## src/rtl/pulse_generation.sv

```systemverilog
// Heartbeat transmitter: a fixed-period, 50 % duty PWM line with self-test modes
// that stretch the period, widen the high phase, or hold the line silent.
module pulse_generation #(
  parameter int PERIOD = 14746,
  parameter int SKEW   = 100
) (
  input  logic       clk,
  input  logic       rst_n,
  input  logic       en,
  input  logic [1:0] fault_mode,
  output logic       pwm,
  output logic       active,
  output logic       period_tick
);

  localparam logic [15:0] P_NORM = 16'(PERIOD);
  localparam logic [15:0] P_LONG = 16'(PERIOD + SKEW);
  localparam logic [15:0] H_NORM = 16'(PERIOD / 2);
  localparam logic [15:0] H_WIDE = 16'(PERIOD / 2 + SKEW);

  localparam logic [1:0] MODE_LONG   = 2'b01;
  localparam logic [1:0] MODE_WIDE   = 2'b10;
  localparam logic [1:0] MODE_SILENT = 2'b11;

  typedef enum logic [1:0] {
    IDLE,
    RUN,
    SILENT
  } state_t;

  state_t      state, state_d;
  logic [15:0] cnt, cnt_d;
  logic [1:0]  mode_q, mode_d;
  logic        start;
  logic        pwm_d, active_d, tick_d;

  function automatic logic [15:0] period_of(input logic [1:0] mode);
    return (mode == MODE_LONG) ? P_LONG : P_NORM;
  endfunction

  function automatic logic [15:0] high_of(input logic [1:0] mode);
    return (mode == MODE_WIDE) ? H_WIDE : H_NORM;
  endfunction

  always_comb begin
    // NOTE: every signal driven here gets a default first so no path leaves one unassigned (no latch).
    state_d = state;
    cnt_d   = cnt;
    mode_d  = mode_q;
    start   = 1'b0;

    unique case (state)
      IDLE: start = en;
      RUN, SILENT: begin
        if (cnt == period_of(mode_q) - 16'd1) begin
          if (en) begin
            start = 1'b1;
          end else begin
            state_d = IDLE;
            cnt_d   = '0;
          end
        end else begin
          cnt_d = cnt + 16'd1;
        end
      end
      default: state_d = IDLE;
    endcase

    // A period boundary is the only point where the fault mode is sampled.
    if (start) begin
      cnt_d   = '0;
      mode_d  = fault_mode;
      state_d = (fault_mode == MODE_SILENT) ? SILENT : RUN;
    end

    // Outputs are decoded from the next-state values so they can be registered
    // without adding a cycle of latency relative to the counter.
    pwm_d    = (state_d == RUN) && (cnt_d < high_of(mode_d));
    active_d = (state_d != IDLE);
    tick_d   = (state_d == RUN) && (cnt_d == '0);
  end

  // NOTE: sequential state uses non-blocking assignments so all registers update from the same pre-edge values.
  always_ff @(posedge clk or negedge rst_n) begin
    if (!rst_n) begin
      state       <= IDLE;
      cnt         <= '0;
      mode_q      <= '0;
      pwm         <= 1'b0;
      active      <= 1'b0;
      period_tick <= 1'b0;
    end else begin
      state       <= state_d;
      cnt         <= cnt_d;
      mode_q      <= mode_d;
      pwm         <= pwm_d;
      active      <= active_d;
      period_tick <= tick_d;
    end
  end

endmodule

```

## config.mk

```make
export PLATFORM = sky130hd
export DESIGN_NAME = pulse_generation
export DESIGN_NICKNAME = d
export VERILOG_FILES = /design/src/rtl/pulse_generation.sv
export SDC_FILE = /design/constraint.sdc
export NUM_CORES = 1
export LEC_CHECK = 0
export ABC_AREA = 1
export BUFFER_PORTS_ARGS = -buffer_cell sky130_fd_sc_hd__buf_2
export CORE_ASPECT_RATIO = 2
export CORE_MARGIN = 5
export CORE_UTILIZATION = 55
export DETAILED_ROUTE_END_ITERATION = 7
export MAX_ROUTING_LAYER = met4
export PLACE_DENSITY = 0.76
export SETUP_SLACK_MARGIN = 0.5
export SLEW_MARGIN = 0
export SYNTH_ARGS = -nofsm -noshare
export SYNTH_HDL_FRONTEND = slang
export SYNTH_SLANG_ARGS = --single-unit
```

## constraint.sdc

```tcl
create_clock -name clk -period 6.1 [get_ports clk]
set_clock_uncertainty 0.05 [all_clocks]
set_input_delay 0.915 -clock clk [delete_from_list [all_inputs] [get_ports clk]]
set_output_delay 0.915 -clock clk [all_outputs]
set_load 0.005 [all_outputs]
```

Yosys cells after proc, flatten, opt, wreduce, memory -nomap -nowiden --
Cells that the tools add are included.
Cells by class: $lt $le $gt $ge 1, multiplexer cells 15, eq/ne operators 7, reduce and logical (&&, ||, !) cells 6, add/subtract/negate cells 2
Operator list (number):
- two-way mux 16 bit | 4
- adder 16 x 1 -> 16 bit, second input constant | 1
- equality test 16 bit | 1
- zero test 16 bit | 1
- < comparator 16 x 13 -> 1 bit | 1
- subtractor 14 x 1 -> 15 bit, second input constant | 1
- two-way mux 2 bit | 5
- two-way mux 9 bit | 1
- two-way mux 7 bit | 1
- equality test 2 x 1 -> 1 bit, second input constant | 3
- equality test 2 bit, second input constant | 3
- case mux 2 bit (2 select lines) | 1
- logical AND 1 bit | 2
- zero test 2 bit | 1
- two-way mux 1 bit | 2
- case mux 1 bit (2 select lines) | 1
- nonzero test 2 bit | 1
- OR reduction 2 bit | 1
Storage, ports and cells: word-level logic and storage cells 37, bits in registers 23, output and inout bits 3

Longest topological paths before layout --
Gate-level depths: netlist (run 1).
depth in word-level cells 11, depth in mapped cells 23, depth with buffers taken out 22

Worst setup path after synthesis (run 1) --
Ideal clock, no wire load.
path kind register to register, from register cnt[1], to register pwm, arrival time 2.619 ns, slack 3.358 ns, cell stages (with the launch flop) 21, period minus slack after synthesis 2.742 ns, required time 5.977 ns, cell sequence dfrtp_1 > inv_1 > ha_1 > nand2_1 > nor2_1 > nand2_1 > nor2_4 > nand3_2 > nand2_2 > nand3_2 > buf_6 > inv_2 > o21ai_1 > a21oi_1 > inv_1 > ha_1 > a21oi_1 > nor2_1 > a211oi_1 > nand2_1 > a21oi_2
On the way: longest elaborated chain between the ends 8, elaborated cells between the ends (all ways) 17
RTL lines:
- from (decl) | line 32 | logic [15:0] cnt, cnt_d;
- from (signal assigned) | line 94 | cnt <= cnt_d;
- equality test 16 bit | line 55 | if (cnt == period_of(mode_q) - 16'd1) begin
- two-way mux 1 bit | line 55
- case mux 1 bit (2 select lines) | line 52 | unique case (state)
- two-way mux 2 bit | line 70 | if (start) begin
- via mode_d[0] | line 33 | logic [1:0] mode_q, mode_d;
- equality test 2 bit | line 42 | return (mode == MODE_WIDE) ? H_WIDE : H_NORM;
- two-way mux 9 bit | line 42
- < comparator 16 x 13 -> 1 bit | line 78 | pwm_d = (state_d == RUN) && (cnt_d < high_of(mode_d));
- logical AND 1 bit | line 78
- via pwm_d | line 35 | logic pwm_d, active_d, tick_d;
- to (signal assigned) | line 96 | pwm <= pwm_d;
- to (decl) | line 11 | output logic pwm,
The timed path passes the listed nets, and every way through them passes these cells.

Worst setup path after layout (run 1) --
from register state[0], to register pwm
On the way: longest elaborated chain between the ends 8, elaborated cells between the ends (all ways) 17
RTL lines:
- from (decl) | line 31 | state_t state, state_d;
- from (signal assigned) | line 93 | state <= state_d;
- equality test 2 x 1 -> 1 bit / equality test 2 bit (equally long branches) | line 52
- OR reduction 2 bit | line 52
- case mux 1 bit (2 select lines) * | line 52
- two-way mux 2 bit * | line 70
- via mode_d[0] | line 33
- equality test 2 bit * | line 42
- two-way mux 9 bit * | line 42
- < comparator 16 x 13 -> 1 bit * | line 78
- logical AND 1 bit * | line 78
- via pwm_d | line 35
Mark *: on every way through the listed nets, which the timed path passes. The rest lies on a longest branch.

==> results of run 1 <==
## worst max-delay path by stage
stage / endpoint / slack, ns
floorplan: pwm$_DFF_PN0_ / 3.36
global placement: pwm$_DFF_PN0_ / 2.46
detailed placement: pwm$_DFF_PN0_ / 2.30
CTS: pwm$_DFF_PN0_ / 2.29
global route: pwm$_DFF_PN0_ / 1.92
finish: pwm$_DFF_PN0_ / 2.31
## area by class of cell
class,instances,area (um2)
multi-input combinational,237,1191
fill,371,1458
timing repair buffer,7,35.03
inverter,54,202.7
clock buffer,4,45.04
sequential,23,575.6
tap,49,61.31
## logic make-up (layout without fill, tap and decap cells)
logic type | count (synthesis) | after routing | share of synthesized area, %
and+or+nand+nor | 200 | 200 | 44.08
buffers and inverters | 61 | 65 | 11.97
DFF | 23 | 23 | 28.68
AOI/OAI and AO/OA | 21 | 21 | 6.235
adders and majority gates | 11 | 11 | 6.858
xor gates and xnor gates | 5 | 5 | 2.182
## metrics by stage
step	hold WS, ns	power, mW	area, um2	instances
after CTS	0.5075	1.270	2111	374
after global placement	0.4882	1.154	2066	370
final	0.5044	1.264	2111	374
after floorplan	0.4403	0.9968	2007	321
after global routing	0.5731	1.439	2111	374
after detailed placement	0.4878	1.174	2066	370
## metal layers
layer  vias to the layer above  wire [um]  track usage, %
met2                        49       2385           36.72
li1                       1011          -               -
met5                         -          0               -
met3                        19        115           1.878
met1                       843       1779           22.13
met4                         0        225           12.37
## power by group through the flow
| stage | logic, mW | clock network, mW | registers (mW) |
|---|---|---|---|
| global route | 1.01 | 0.101 | 0.327 |
| global placement | 0.838 | 0 | 0.316 |
| detailed placement | 0.856 | 0 | 0.318 |
| finish | 0.856 | 0.0916 | 0.317 |
| floorplan | 0.708 | 0 | 0.289 |
| CTS | 0.861 | 0.0942 | 0.314 |
## registers in the layout, summed over array words and instances (netlist names)
register,cells
cnt,16
mode_q,2
state,2
active,1
period_tick,1
pwm,1
## critical path: stages (launching register included)
cell and delay [ns]:
dfrtp_1 0.35, inv_1 0.06, ha_1 0.95, nand3_2 0.15, nand2_2 0.12, nand3_2 0.34, inv_2 0.19, o21ai_1 0.09
a21oi_1 0.33, inv_1 0.15, ha_1 0.32, a21oi_1 0.18, nor2_1 0.06, a211oi_1 0.18, nand2_1 0.09, a21oi_2 0.11
## placed cells by master, fill, tap and decap left out, drive strengths merged
cell type    n
nand2      100
inv         53
nor2        51
nand3       34
dfrtp       23
ha          11
a21oi        9
nand4        7
buf          7
o21ai        7
nand3b       6
xor2         4
clkbuf       4
o211ai       3
or2          2
o21bai       1
xnor2        1
a211oi       1
clkinv       1
==> reports/qor.txt, run 1 <==
Setup crit start = state[0]$_DFF_PN0_
YS warnings = 0
Diodes inserted = 0
Crit path time final = 3.792 ns
Max Cap Violations = 0
Reg2Reg Depth = 15
R2r setup slk = 2.31 ns
Final Hold Viols = 0
Critical Path RT = 6.24 ns
Gate Count Post-Synth = 321
Synth top cells by count = nand2_1 (93), nor2_1 (49), inv_1 (47), nand3_1 (31), dfrtp_1 (23)
# rows = 31
Fmax = 263.7 MHz
Via count = 1,922
First-pass GRT wire length = 7.769 mm
Vias/cell = 5.139
Critical path capture point type = register
Initial antenna violation count = 0
TritonCTS Buffers = 3
Top post-synthesis cells by area = dfrtp_1 (29%), nand2_1 (17%), nor2_1 (9.2%), inv_1 (8.8%), nand3_1 (7.7%)
Part of the power in combinational logic = 67.7%
Routed Antenna Nets = 0
LEAKAGE = 1.151 nW
Unique masters post-synth = 30
Worst Tran Pin Value = 1.014 ns
CTS tree = done
# H-tree levels = 1
Layout net count = 342
Sw Ratio = 54.53%
RSZ-0062 raised after global routing = no
VDD IR-drop max = 0.3707 mV
Worst skew pair latency = 0.26 ns
Startpoint Class = register
#FFs+latches synth = 23
Worst-path clk slew = 0.08 ns
Remaining DRCs = 0
DR pass1 iterations = 5
Seq pwr share = 25.1%
Final HPWL DP = 3.689 mm
Root Buffer = clkbuf_8
Hold Path End = mode_q[1]$_DFF_PN0_
Area of the die = 5030 um2
Layout area overhead = 5.174%
Total GRT Usage = 21.01%
Place WS = 2.303 ns
Hold crit path type = reg2reg
Gpl congestion = 0.8957
Final setup viols = 0
GR Overflow Total = 0
Sequential fraction of the synthesis area = 28.68%
Area fraction of the dominant cell type after synthesis = 28.68%
Post-route clock period utilization = 62.17%
Final core utilization = 59.15%
CTS hold repair buffers = 0
Setup Fix Bufs, Post-CTS = 0
Die Y = 95.43 um
Most frequent cell after synthesis = nand2_1
Max clock buf depth = 2
Crit path arrival time = 3.94 ns
Status = finished clean
Max Slew Vio Count = 0
Cell Int Power = 574.9 uW
Cell area power density = 599.0 nW/um2
Post-cts sizing count = 0
Vias in the first global route = 1,863
Mapped Nets = 337
Final wirelength = 4.507 mm
Switching power = 689.4 uW
RR Endpoint = pwm$_DFF_PN0_
Synth area leader = dfrtp_1
Crit path kind = reg2reg
Relative slew slack = 32.38%
Mean Syn Cell Area = 6.252 um2
Core area = 3568 um2
Setup TNS = 0 ns
Initial Util = 56.24%
Clock power share = 7.2%
HP Start = mode_q[1]$_DFF_PN0_
Die width = 52.72 um
Worst Path Max Fanout = 35
Final worst slack = 2.308 ns
Min-Delay Path Depth = 2
Post-synthesis async set-or-reset flop share = 100.0%
Iter 0 DRT Violations = 41
Largest net degree at the start of global routing = 36
Boundary pin count = 8
Port bufs = 7
Sink Count = 23
Netlist area before placement = 2007 um2
Fraction of layout instances using a drive strength above 1 = 10.15%
Number of synthesized flops with an enable pin = 0
R2R Path Start = state[0]$_DFF_PN0_
WL/cell = 12.05 um
Predominant post-synthesis flop cell = dfrtp_1
No activity file was read; power rests on OpenSTA's default activity.
==> run 2, diff against run 1 <==
--- a/config.mk
+++ b/config.mk
@@ -5,14 +5,14 @@
 export SDC_FILE = /design/constraint.sdc
 export NUM_CORES = 1
 export LEC_CHECK = 0
-export ABC_AREA = 1
+export ABC_AREA = 0
 export BUFFER_PORTS_ARGS = -buffer_cell sky130_fd_sc_hd__buf_2
 export CORE_ASPECT_RATIO = 2
 export CORE_MARGIN = 5
 export CORE_UTILIZATION = 55
 export DETAILED_ROUTE_END_ITERATION = 7
 export MAX_ROUTING_LAYER = met4
-export PLACE_DENSITY = 0.76
+export PLACE_DENSITY = 0.8
 export SETUP_SLACK_MARGIN = 0.5
 export SLEW_MARGIN = 0
 export SYNTH_ARGS = -nofsm -noshare
==> constraint.sdc (replaced) <==
create_clock -name clk -period 3.38 [get_ports clk]
set_clock_uncertainty 0.05 [all_clocks]
set_input_delay 0.507 -clock clk [delete_from_list [all_inputs] [get_ports clk]]
set_output_delay 0.507 -clock clk [all_outputs]
set_load 0.005 [all_outputs]
==> run 2 against run 1 <==
  * Register-to-register slack worse by 2.2 ns
  * Clock-buffer cell count is 1 lower
  * Global-route usage is 3.1 points higher
  * Non-clock buffer count is 20 higher
  * Critical path depth is 2 higher
  * Die area is 17% lower
  * Final area is 8.4% lower
  * Area after synthesis is 19% lower
  * Critical endpoint unchanged
==> reports/qor.txt, run 2 <==
Fraction of layout instances using a drive strength above 1 = 23.83% (+14 points)
Vias in the first global route = 1,745 (-6.3%)
Worst skew pair latency = 0.27 ns (about the same)
GR Overflow Total = 0 (unchanged)
Placed Instances = 239 (-35%)
First-pass GRT wire length = 7.728 mm (-0.53%)
Layout net count = 231 (-32%)
Synth top cells by count = dfrtp_1 (23), nor2_1 (23), a21oi_1 (21), nand2_1 (12)
Critical Path RT = 3.52 ns (-2.72 ns)
Synth area leader = dfrtp_1
WL/cell = 19.07 um (+58%)
Final HPWL DP = 3.693 mm (+0.11%)
CP bufs+invs = 2 (-1)
Final worst slack = 0.1194 ns (-2.188 ns)
Max Slew Vio Count = 0 (unchanged)
YS warnings = 0 (unchanged)
Reg2Reg Depth = 17 (+2)
Core area = 2908 um2 (-19%)
Post-route clock period utilization = 96.47% (+34 points)
Total GRT Usage = 24.09% (+3.1 points)
#FFs+latches synth = 23 (unchanged)
Iter 0 DRT Violations = 86 (+110%)
Number of synthesized flops with an enable pin = 0 (unchanged)
Final wirelength = 4.654 mm (+3.3%)
Die width = 48.34 um (-8.3%)
Worst Path Max Fanout = 4 (-89%)
Root Buffer = clkbuf_8
Sequential fraction of the synthesis area = 35.60% (+6.9 points)
Crit path arrival time = 3.40 ns (-0.54 ns)
Max clock buf depth = 2 (unchanged)
Crit path time final = 3.261 ns (-0.5318 ns)
Final setup viols = 0 (unchanged)
Worst Tran Pin Value = 0.5496 ns (-0.4647 ns)
Port bufs = 7 (unchanged)
GR Util met2 = 41.67% (+4.9 points)
Commonest cells after routing, fill and taps aside = dfrtp_1 (23), nor2_1 (22), a21oi_1 (20), buf_4 (20), nand2_1 (11)
Via count = 1,609 (-16%)
RSZ-0062 raised after global routing = yes
Final hold slack = 0.1669 ns (-0.3375 ns)
Fin area = 1934 um2 (-8.4%)
CTS tree = done
Diodes inserted = 0 (unchanged)
Initial antenna violation count = 0 (unchanged)
Vias/cell = 6.594 (+28%)
Top reg by flops = cnt
CP max stage delay = 0.38 ns (-0.57 ns)
Global Route met1 Usage = 23.00% (+0.87 points)
Worst path most repeated cell = inv_1
Met3 usage = 2.754% (+0.88 points)
Gpl congestion = 0.9556 (+6.7%)
Sink Count = 23 (unchanged)
Largest net degree at the start of global routing = 24 (-33%)
Global-route layer with the greatest usage = met2
Gate Count Post-Synth = 189 (-41%)
Hold crit path type = in2async
Startpoint Class = register
Unique masters post-synth = 51 (+70%)
Number of cells on the critical path = 17 (+2)
Initial Util = 55.59% (-0.65 points)
TritonCTS Buffers = 3 (unchanged)
Top post-synthesis cells by area = dfrtp_1 (36%), ha_1 (8.5%), a21oi_1 (6.5%), nor2_1 (5.3%), nand2_1 (2.8%)
Status = finished clean
Worst path cell trace = inv_1, ha_1, nor4b_4, and4_1, o21a_2, a31o_4, mux2i_1, inv_1, nand2_4, ha_4, a21oi_2, nor2b_1, o21ai_1, o211ai_1, a221o_1, a311o_1, a41oi_2
Layout area overhead = 19.66%
Cell family with most CP delay = compound AO/OA/AOI/OAI gates
Routed Antenna Nets = 0 (unchanged)
Place WS = -0.04565 ns (-2.349 ns)
Area of the die = 4189 um2 (-17%)
Boundary pin count = 8 (unchanged)
Remaining DRCs = 0 (unchanged)
Max Cap Violations = 0 (unchanged)
Total power = 1.553 mW (+23%)
Commonest non-fill, non-tap cell in the layout = dfrtp_1
CP max-delay cell = dfrtp_1
Final std cells w/o fill = 244 (-35%)
Final Hold Viols = 0 (unchanged)
Predominant post-synthesis flop cell = dfrtp_1
Largest regs = cnt x16, mode_q x2, state x2
VDD IR-drop max = 0.7186 mV (+94%)
Die Y = 86.67 um (-9.2%)
Relative slew slack = 63.36% (+31 points)
Mean Syn Cell Area = 8.553 um2 (+37%)
Netlist area before placement = 1617 um2 (-19%)
# H-tree levels = 1 (unchanged)
Area fraction of the dominant cell type after synthesis = 35.60% (+6.9 points)
# rows = 28 (-9.7%)
DR pass1 iterations = 4 (-1)
Fmax = 306.7 MHz (+16%)
Post-synthesis async set-or-reset flop share = 100.0% (unchanged)
Worst-path clk slew = 0.08 ns (about the same)
Cell area power density = 803.0 nW/um2 (+34%)
Critical path capture point type = register
Post-DP Area = 1827 um2 (-12%)
Mapped Nets = 205 (-39%)
Max FFs per register = 16 (unchanged)
Crit path kind = reg2reg
LEAKAGE = 0.8551 nW (-26%)
[run 2: cell types whose count changed after synthesis, sizes merged, moves of 7 or more]
cell,change
inv,-42
nand2,-88
nor2,-28
nand3,-29
nor3,+7
a21oi,+12
[run 2: power breakdown]
part           total (mW)  switching (mW)  internal [mW]
combinational       0.972           0.555          0.417
sequential          0.407          0.0575          0.349
clock               0.174          0.0918         0.0825
total                1.55           0.705          0.849
[run 2: stage by stage]
step | TNS (ns) | util (%)
CTS | 0 | 65.75
detailed placement | -0.04565 | 62.82
finish | 0 | 66.52
floorplan | 0 | -
global placement | 0 | 62.82
global route | -0.1070 | 66.52
[run 2: cells by family (layout without fill, tap and decap cells)]
group,Yosys count,after routing,share of synthesized area [%]
AND/OR/NAND/NOR,75,75,24.69
AO/OA/AOI/OAI,55,55,21.67
flip-flops,23,23,35.60
buffers and inverters,18,43,5.418
adder cells (fa/ha/maj),11,11,8.514
multiplexers,4,4,2.477
XOR/XNOR,3,3,1.626
[run 2: path summary, 6_finish.rpt]
check | start | endpoint | slack (ns)
setup / recovery | cnt[1]$_DFF_PN0_ | pwm$_DFF_PN0_ | 0.12
setup reg to reg | cnt[1]$_DFF_PN0_ | pwm$_DFF_PN0_ | 0.12
hold reg to reg | mode_q[0]$_DFF_PN0_ | mode_q[0]$_DFF_PN0_ | 0.51
max in group asynchronous | rst_n | active$_DFF_PN0_ | 2.75
min in group clk | fault_mode[1] | state[0]$_DFF_PN0_ | 0.41
hold / removal | rst_n | cnt[6]$_DFF_PN0_ | 0.17
[run 2: repair_timing]
item / in CTS / in global routing
gates resized for setup: 6 / 3
endpoints found under the setup margin: 1 / 2
hold buffers: 0 / 0
pin swaps: 7 / 1
setup buffers: 1 / 0
[run 2: final cells by class]
cell class	instances	area, um2
clock buffer	3	41.29
clock inverter	1	5.005
fill	236	973.4
inverter	12	47.55
multi-input combinational	148	1042
sequential	23	575.6
tap	30	37.54
timing repair buffer	27	185.2
[run 2: per-layer routing]
layer | share of wire, % | vias to the layer above
met5 | 0 | -
met4 | 7.9 | 0
met3 | 3.8 | 33
met2 | 53 | 76
met1 | 35 | 753
li1 | - | 747
